<file path="config.mk">
export PLATFORM = sky130hd
export DESIGN_NAME = sd_resp_rx
export DESIGN_NICKNAME = d
export VERILOG_FILES = /design/src/rtl/sd_resp_rx.sv
export SDC_FILE = /design/constraint.sdc
export NUM_CORES = 1
export LEC_CHECK = 0
export CORE_UTILIZATION = 59
export DETAILED_ROUTE_END_ITERATION = 8
export GPL_TIMING_DRIVEN = 0
export HOLD_SLACK_MARGIN = 0.05
export PLACE_DENSITY = 0.8
export SLEW_MARGIN = 20
export SYNTH_ARGS = -nofsm -noshare
export SYNTH_HDL_FRONTEND = slang
export SYNTH_SLANG_ARGS = --single-unit
export TNS_END_PERCENT = 30
</file>
<file path="constraint.sdc">
create_clock -name sd_clk -period 3.7 [get_ports sd_clk]
set_clock_uncertainty 0.1 [all_clocks]
set_input_delay 0.74 -clock sd_clk [delete_from_list [all_inputs] [get_ports sd_clk]]
set_output_delay 0.74 -clock sd_clk [all_outputs]
set_load 0.02 [all_outputs]
</file>
<file path="src/rtl/sd_resp_rx.sv">
// sd_resp_rx: SD CMD-line response receiver.
// Captures 48/136-bit responses, checks CRC7 and framing.
module sd_resp_rx #(
  parameter int unsigned TIMEOUT = 64
) (
  input  logic         sd_clk,
  input  logic         reset,
  input  logic         start,
  input  logic         long_resp,
  input  logic         check_crc,
  input  logic         sd_cmd,
  output logic         busy,
  output logic         done,
  output logic         timeout,
  output logic         crc_err,
  output logic         frame_err,
  output logic [119:0] resp
);

  typedef enum logic [1:0] {
    IDLE,
    WAIT_START,
    RECV,
    FINISH
  } state_t;

  localparam logic [7:0] TO_LAST = 8'(TIMEOUT - 1);

  state_t       state;
  logic         lng;
  logic         chk;
  logic         pend;
  logic [7:0]   cnt;
  logic [7:0]   tcnt;
  logic [6:0]   crc;
  logic [134:0] sr;

  logic         feed;
  logic [6:0]   crc_base;
  logic         tbit;
  logic [119:0] resp_nxt;

  function automatic logic [6:0] crc_step(
    input logic [6:0] c,
    input logic       b
  );
    logic fb;
    fb = c[6] ^ b;
    return {c[5:0], fb} ^ {3'b000, fb, 3'b000};
  endfunction

  // CRC coverage window and the header-skip restart for R2
  always_comb begin
    feed     = (cnt >= 8'd8) && (!lng || cnt <= 8'd127);
    crc_base = (lng && cnt == 8'd127) ? 7'd0 : crc;
    tbit     = lng ? sr[134] : sr[46];
    resp_nxt = lng ? sr[127:8] : {82'd0, sr[45:8]};
  end

  // Receive FSM; outputs registered alongside state
  always_ff @(posedge sd_clk) begin
    if (reset) begin
      state     <= IDLE;
      lng       <= 1'b0;
      chk       <= 1'b0;
      pend      <= 1'b0;
      cnt       <= 8'd0;
      tcnt      <= 8'd0;
      crc       <= 7'd0;
      sr        <= '0;
      busy      <= 1'b0;
      done      <= 1'b0;
      timeout   <= 1'b0;
      crc_err   <= 1'b0;
      frame_err <= 1'b0;
      resp      <= '0;
    end else begin
      unique case (state)
        IDLE: begin
          if (start) begin
            lng       <= long_resp;
            chk       <= check_crc;
            pend      <= 1'b0;
            tcnt      <= 8'd0;
            crc       <= 7'd0;
            sr        <= '0;
            busy      <= 1'b1;
            timeout   <= 1'b0;
            crc_err   <= 1'b0;
            frame_err <= 1'b0;
            resp      <= '0;
            state     <= WAIT_START;
          end
        end
        WAIT_START: begin
          if (!sd_cmd) begin
            cnt   <= lng ? 8'd134 : 8'd46;
            crc   <= crc_step(7'd0, 1'b0);
            state <= RECV;
          end else if (tcnt == TO_LAST) begin
            timeout <= 1'b1;
            done    <= 1'b1;
            state   <= FINISH;
          end else begin
            tcnt <= tcnt + 8'd1;
          end
        end
        RECV: begin
          if (pend) begin
            pend      <= 1'b0;
            done      <= 1'b1;
            resp      <= resp_nxt;
            crc_err   <= chk && (crc != sr[7:1]);
            frame_err <= tbit | ~sr[0];
            state     <= FINISH;
          end else begin
            sr <= {sr[133:0], sd_cmd};
            if (feed) begin
              crc <= crc_step(crc_base, sd_cmd);
            end
            if (cnt == 8'd0) begin
              pend <= 1'b1;
            end else begin
              cnt <= cnt - 8'd1;
            end
          end
        end
        FINISH: begin
          done  <= 1'b0;
          busy  <= 1'b0;
          state <= IDLE;
        end
        default: state <= IDLE;
      endcase
    end
  end

endmodule

</file>
Word level (Yosys, flattened, before mapping)
Index checks and enable logic that the tools add are counted.

Register bits after elaboration: 288. Latch bits: 0. RAM bits: 0. ROM bits: 0. Input bits: 6. Output and inout bits: 125. Logic and storage cells: 105. Memories kept: 0.

Add/sub/neg operators: 2. Multiply operators: 0. Div/mod/pow operators: 0. $lt $le $gt $ge: 2. Eq/ne operators: 16. Shift-type cells: 0. Muxes and demuxes: 43. Bitwise gates (word level): 4. Reductions and logical operators: 24.

Operators with widths (number): $mux 120 (3); $mux 135 (2); $pmux 135 s2 (1); $pmux 120 s2 (1); $mux 8 (7); $mux 7 (5); $pmux 8 s2 (2); $pmux 7 s3 (1); $ne 2x2->1 const B (9); $reduce_and 4->1 (4); $mux 1 (10); $pmux 1 s2 (5); $reduce_and 3->1 (3); $add 8x1->8 const B (1); $eq 8x6->1 const B (1); $eq 8x7->1 const B (1); $ge 8x4->1 const B (1); $le 8x7->1 const B (1); $logic_not 8->1 (1); $mux 2 (4); $pmux 2 s4 (1); $reduce_bool 2->1 (4); $sub 8x1->8 const B (1); $ne 7x7->1 (1); 15 further kinds (21).

Logic depth before layout (Yosys ltp)
Depth after elaboration: 8. Depth in mapped cells: 11. Depth with buffers taken out: 6.

Worst setup path after synthesis
Ideal clock, no wire load.

Path type: reg2reg. Start: register state[0]. End: register resp[55]. Setup time: 0.128 ns. Arrival: 1.956 ns. Data required time: 3.472 ns. Slack: 1.516 ns. Cell stages (with the launch flop): 12. Path buffers: 5. Period minus slack after synthesis: 2.184 ns. Path through: dfxtp_1 -> inv_1 -> ha_1 -> buf_6 -> nor2b_1 -> buf_6 -> or3_1 -> buf_2 -> buf_6 -> buf_6 -> a22oi_1 -> nor2_1.

Word-level cells in the longest chain between the ends: 3. Elaborated cells between the ends (all ways): 7. Those cells by class: eq/ne (3); mux (1); reduce/logical (3).

Ends and longest elaborated chain: start, declared (line 29) `state_t state;`; start signal, assigned (line 63) `state <= IDLE;`; start signal, assigned (line 92) `state <= WAIT_START;`; start signal, assigned (line 99) `state <= RECV;`; $eq 2x2->1 or $logic_not 2->1 (tied branches) (line 78) `unique case (state)`; $ne 2x2->1 (no line) or $reduce_bool 2->1 (tied branches); $reduce_and 3->1 (no line); end signal, assigned (line 112) `resp <= resp_nxt;`; end, declared (line 17) `output logic [119:0] resp`.

Several ways; a longest one is shown, not always the timed one. A chain may end at the register's enable or synchronous reset.

Worst setup path in the final report
Start: register state[0]. End: register sr[102].

Word-level cells in the longest chain between the ends: 3. Elaborated cells between the ends (all ways): 7. Those cells by class: eq/ne (3); mux (1); reduce/logical (3).

Ends and longest elaborated chain: $eq 2x2->1 or $logic_not 2->1 (tied branches) (line 78); $ne 2x2->1 (no line) or $reduce_bool 2->1 (tied branches); $reduce_and 3->1 (no line); end signal, assigned (line 117) `sr <= {sr[133:0], sd_cmd};`; end, declared (line 36) `logic [134:0] sr;`.

Several ways; a longest one is shown, not always the timed one.

==> metrics.yaml <==
power:
  power.share.switching: 0.3443
  cellLeakagePower_nw: 4.482
  p_comb_frac: 0.262
  switchingPower_mw: 2.943
  clock_power_share: 0.359
  intPower_mw: 5.606
  irDropWorstVdd_uv: 482.3
  pwr-share-seq: 0.380
  powerDensity_nw_per_um2: 652.3
layout:
  area_growth_from_synthesis_to_final_layout_pct: 24.33
  final-instance-count-excl-fill: 1565
  antenna_cells: 0
  drive_above_1_share: 0.05821
  number_of_nets_in_the_finished_design: 1332
floorplanning:
  ioPinCount: 131
  fp.dieH_um: 135.7
  coreArea_um2: 17360
  rows: 48
  initial_utilization: 0.6074
  die_width_um: 135.7
  fp.dieArea_um2: 18410
routing:
  drt.antenna.violating_nets: 0
  met1Wirelength_mm: 11.76
  drt_drc_violations_left: 0
  routed_wl_mm: 26.86
  met2_length_mm: 12.61
  met3RoutedLength_mm: 1.856
  via_per_inst: 5.987
  detail_route.wl_per_cell_um: 17.16
  detailedRoute.firstPassIterationCount: 6
  top_layer: "met4"
  vias: 9370
  detail_route.iter0.violations: 828
timing:
  hold_viol: 0
  finalCritPeriodShare: 0.7873
  timing.fmax_mhz: 343.3
  timing_worst_slew_pin_value_ps: 1074
  post-route-min-period_ps: 2913
  totalNegativeSetupSlack_ps: 0
  setup_repair_after_global_routing_missed_its_margin: "false"
  max_slew_margin: 0.2827
  report.final.slew_viol_count: 0
  finalSetupViolCount: 0
  holdWs_ps: 348.9
  finalWorstSetupSlack_ps: 787.2
yosys:
  post_synth_instance_area_um2: 10540
  synth.ff_latch_count: 288
  ys_top_cells_by_count: "288 x dfxtp_1, 226 x nor2_1, 213 x a22oi_1"
  async_reset_ff_frac: 0
  yosysWarnings: 0
  synth_most_common_cell: "dfxtp_1"
  synth_top_cell_area_share: 0.5469
  postSynth.topFlopCell: "dfxtp_1"
  number_of_enable_flip_flop_cells_after_synthesis: 0
  synth-seq-area-share: 0.5469
  syn_area_per_cell_um2: 9.096
  synth.area.top_cells: "dfxtp_1 55%, a22oi_1 15%, nor2_1 8.0%, a21oi_1 3.0%, clkbuf_1 2.5%"
  syn_inst: 1159
  synth_nets: 1173
  synth.largest_area_cell: "dfxtp_1"
  synth.distinct_cells: 49
clock_tree:
  cts.repair_timing.setup_buffer_count: 0
  tritoncts.num_buffers: 29
  hold_buffers: 0
  tritoncts: "done"
  post_cts.resized_instances: 0
  clock-sinks: 288
  cts_buffer_depth: 3
  cts_root_buf: "clkbuf_16"
  cts_htree_levels: 1
  clk_transition_reported_paths_ps: 60
  worstSkewPairLatency_ps: 550
critical_path:
  timing.critical_path.arrival_ps: 3280
  worst-setup-path-type: "flop to flop"
  cp.required_ps: 4070
  launching_point_of_the_worst_reg2reg_path: "state[0]"
  setup.worst_path.start_class: "flop"
  endpoint_kind: "flop"
  cp-startpoint: "state[0]"
  critical_path.max_fanout: 10
global_route:
  grt_pass1_vias: 8487
  antenna_found_initial: 0
  grt_max_degree: 15
  wire_length_of_the_first_global_routing_pass_mm: 42.65
  grt_remaining_overflow: 0
  grt_usage: 0.2877
worst_hold_path:
  hold_path_startpoint: "resp[38]"
  hold_path_class: "flop to flop"
placed_design:
  routabilityCongestion: 0.8844
  dp_hpwl_mm: 17.64
  placed_cells_incl_taps: 1512
  portBuffers: 128
  post_placement_worst_setup_slack_ps: 459.8
job:
  drv_cap: 0
status:
  result_of_the_run: "finished clean"
[cell type report]
cell class                      count  area [um^2]
Buffer                            101        457.9
Clock buffer                       45        855.8
Clock inverter                      8        146.4
Fill cell                        1266         4249
Inverter                           12        45.04
Multi-Input combinational cell    758         4274
Sequential cell                   288         5766
Tap cell                          225        281.5
Timing Repair Buffer              128         1281
[cells by family (layout without fill, tap and decap cells)]
| kind of cell | count (synthesis) | after routing | share of synthesized area |
|---|---|---|---|
| AOI/OAI and AO/OA | 327 | 327 | 0.2160 |
| xor gates and xnor gates | 10 | 10 | 0.008307 |
| adders and majority gates | 8 | 8 | 0.009495 |
| buffers and inverters | 113 | 294 | 0.04771 |
| DFF | 288 | 288 | 0.5469 |
| muxes | 4 | 4 | 0.003798 |
| and+or+nand+nor | 409 | 409 | 0.1678 |
[cells in the final DEF, fill, tap and decap left out, types with 3 or more instances in the layout]
cell               n
bufinv_16          4
a311oi_1           3
o21ai_0           17
clkbuf_8           7
inv_1             11
clkdlybuf4s50_1  128
a22oi_1          213
buf_1              4
dfxtp_1          288
a31oi_1            3
o211ai_1           3
nor2b_1            5
o311ai_0           3
and4_1             4
buf_2             21
and3_1             3
nand2b_1           5
nor2_1           226
clkbuf_16         29
nor3_1            14
a21oi_1           63
nand3_1           51
clkbuf_1          78
nand4_1           14
xnor2_1           10
mux2i_1            4
or3_1              7
ha_1               8
o32ai_1            5
buf_6              7
nand2_1           66
[sequential cells by signal (all words and copies together) (netlist names), 2 cells and up]
register and cells:
sr 135, resp 120, cnt 8, tcnt 8
crc 7, state 2
[power by group through the flow]
stage	Combinational, mW	Sequential, mW	Clock, mW
finish	2.24	3.25	3.07
global route	2.42	3.26	3.20
CTS	2.19	3.24	3.07
detailed placement	2.17	3.31	0
global placement	2.15	3.31	0
floorplan	1.58	3.30	0
[layer usage]
layer | vias to the layer above | GRT usage
li1 | 4478 | -
met1 | 4513 | 0.3822
met2 | 327 | 0.4683
met3 | 52 | 0.05836
met4 | 0 | 0.09176
met5 | - | 0
[worst max-delay path, stage by stage (launching register included)]
cell and delay (ps):
dfxtp_1 380, inv_1 100, ha_1 190, buf_2 160, o211ai_1 780, buf_2 410, buf_1 400, a22oi_1 150
nor2_1 140
[metrics by stage]
| step | utilization | area, um^2 | power (mW) |
|---|---|---|---|
| final | 0.7552 | 13110 | 8.549 |
| after global routing | 0.7552 | 13110 | 8.877 |
| after CTS | 0.7552 | 13110 | 8.503 |
| after detailed placement | 0.6974 | 12110 | 5.481 |
| after global placement | 0.6974 | 12110 | 5.456 |
| after floorplan | - | 10540 | 4.875 |
[path summary, 6_finish.rpt]
| check | slack [ps] | cells past startpoint | endpoint |
|---|---|---|---|
| worst min-delay path | 350 | 2 | resp[38] |
| worst min register to register | 350 | 2 | resp[38] |
| worst max register to register | 790 | 8 | sr[102] |
| worst max-delay path | 790 | 8 | sr[102] |
No activity file was read; power rests on OpenSTA's default activity.
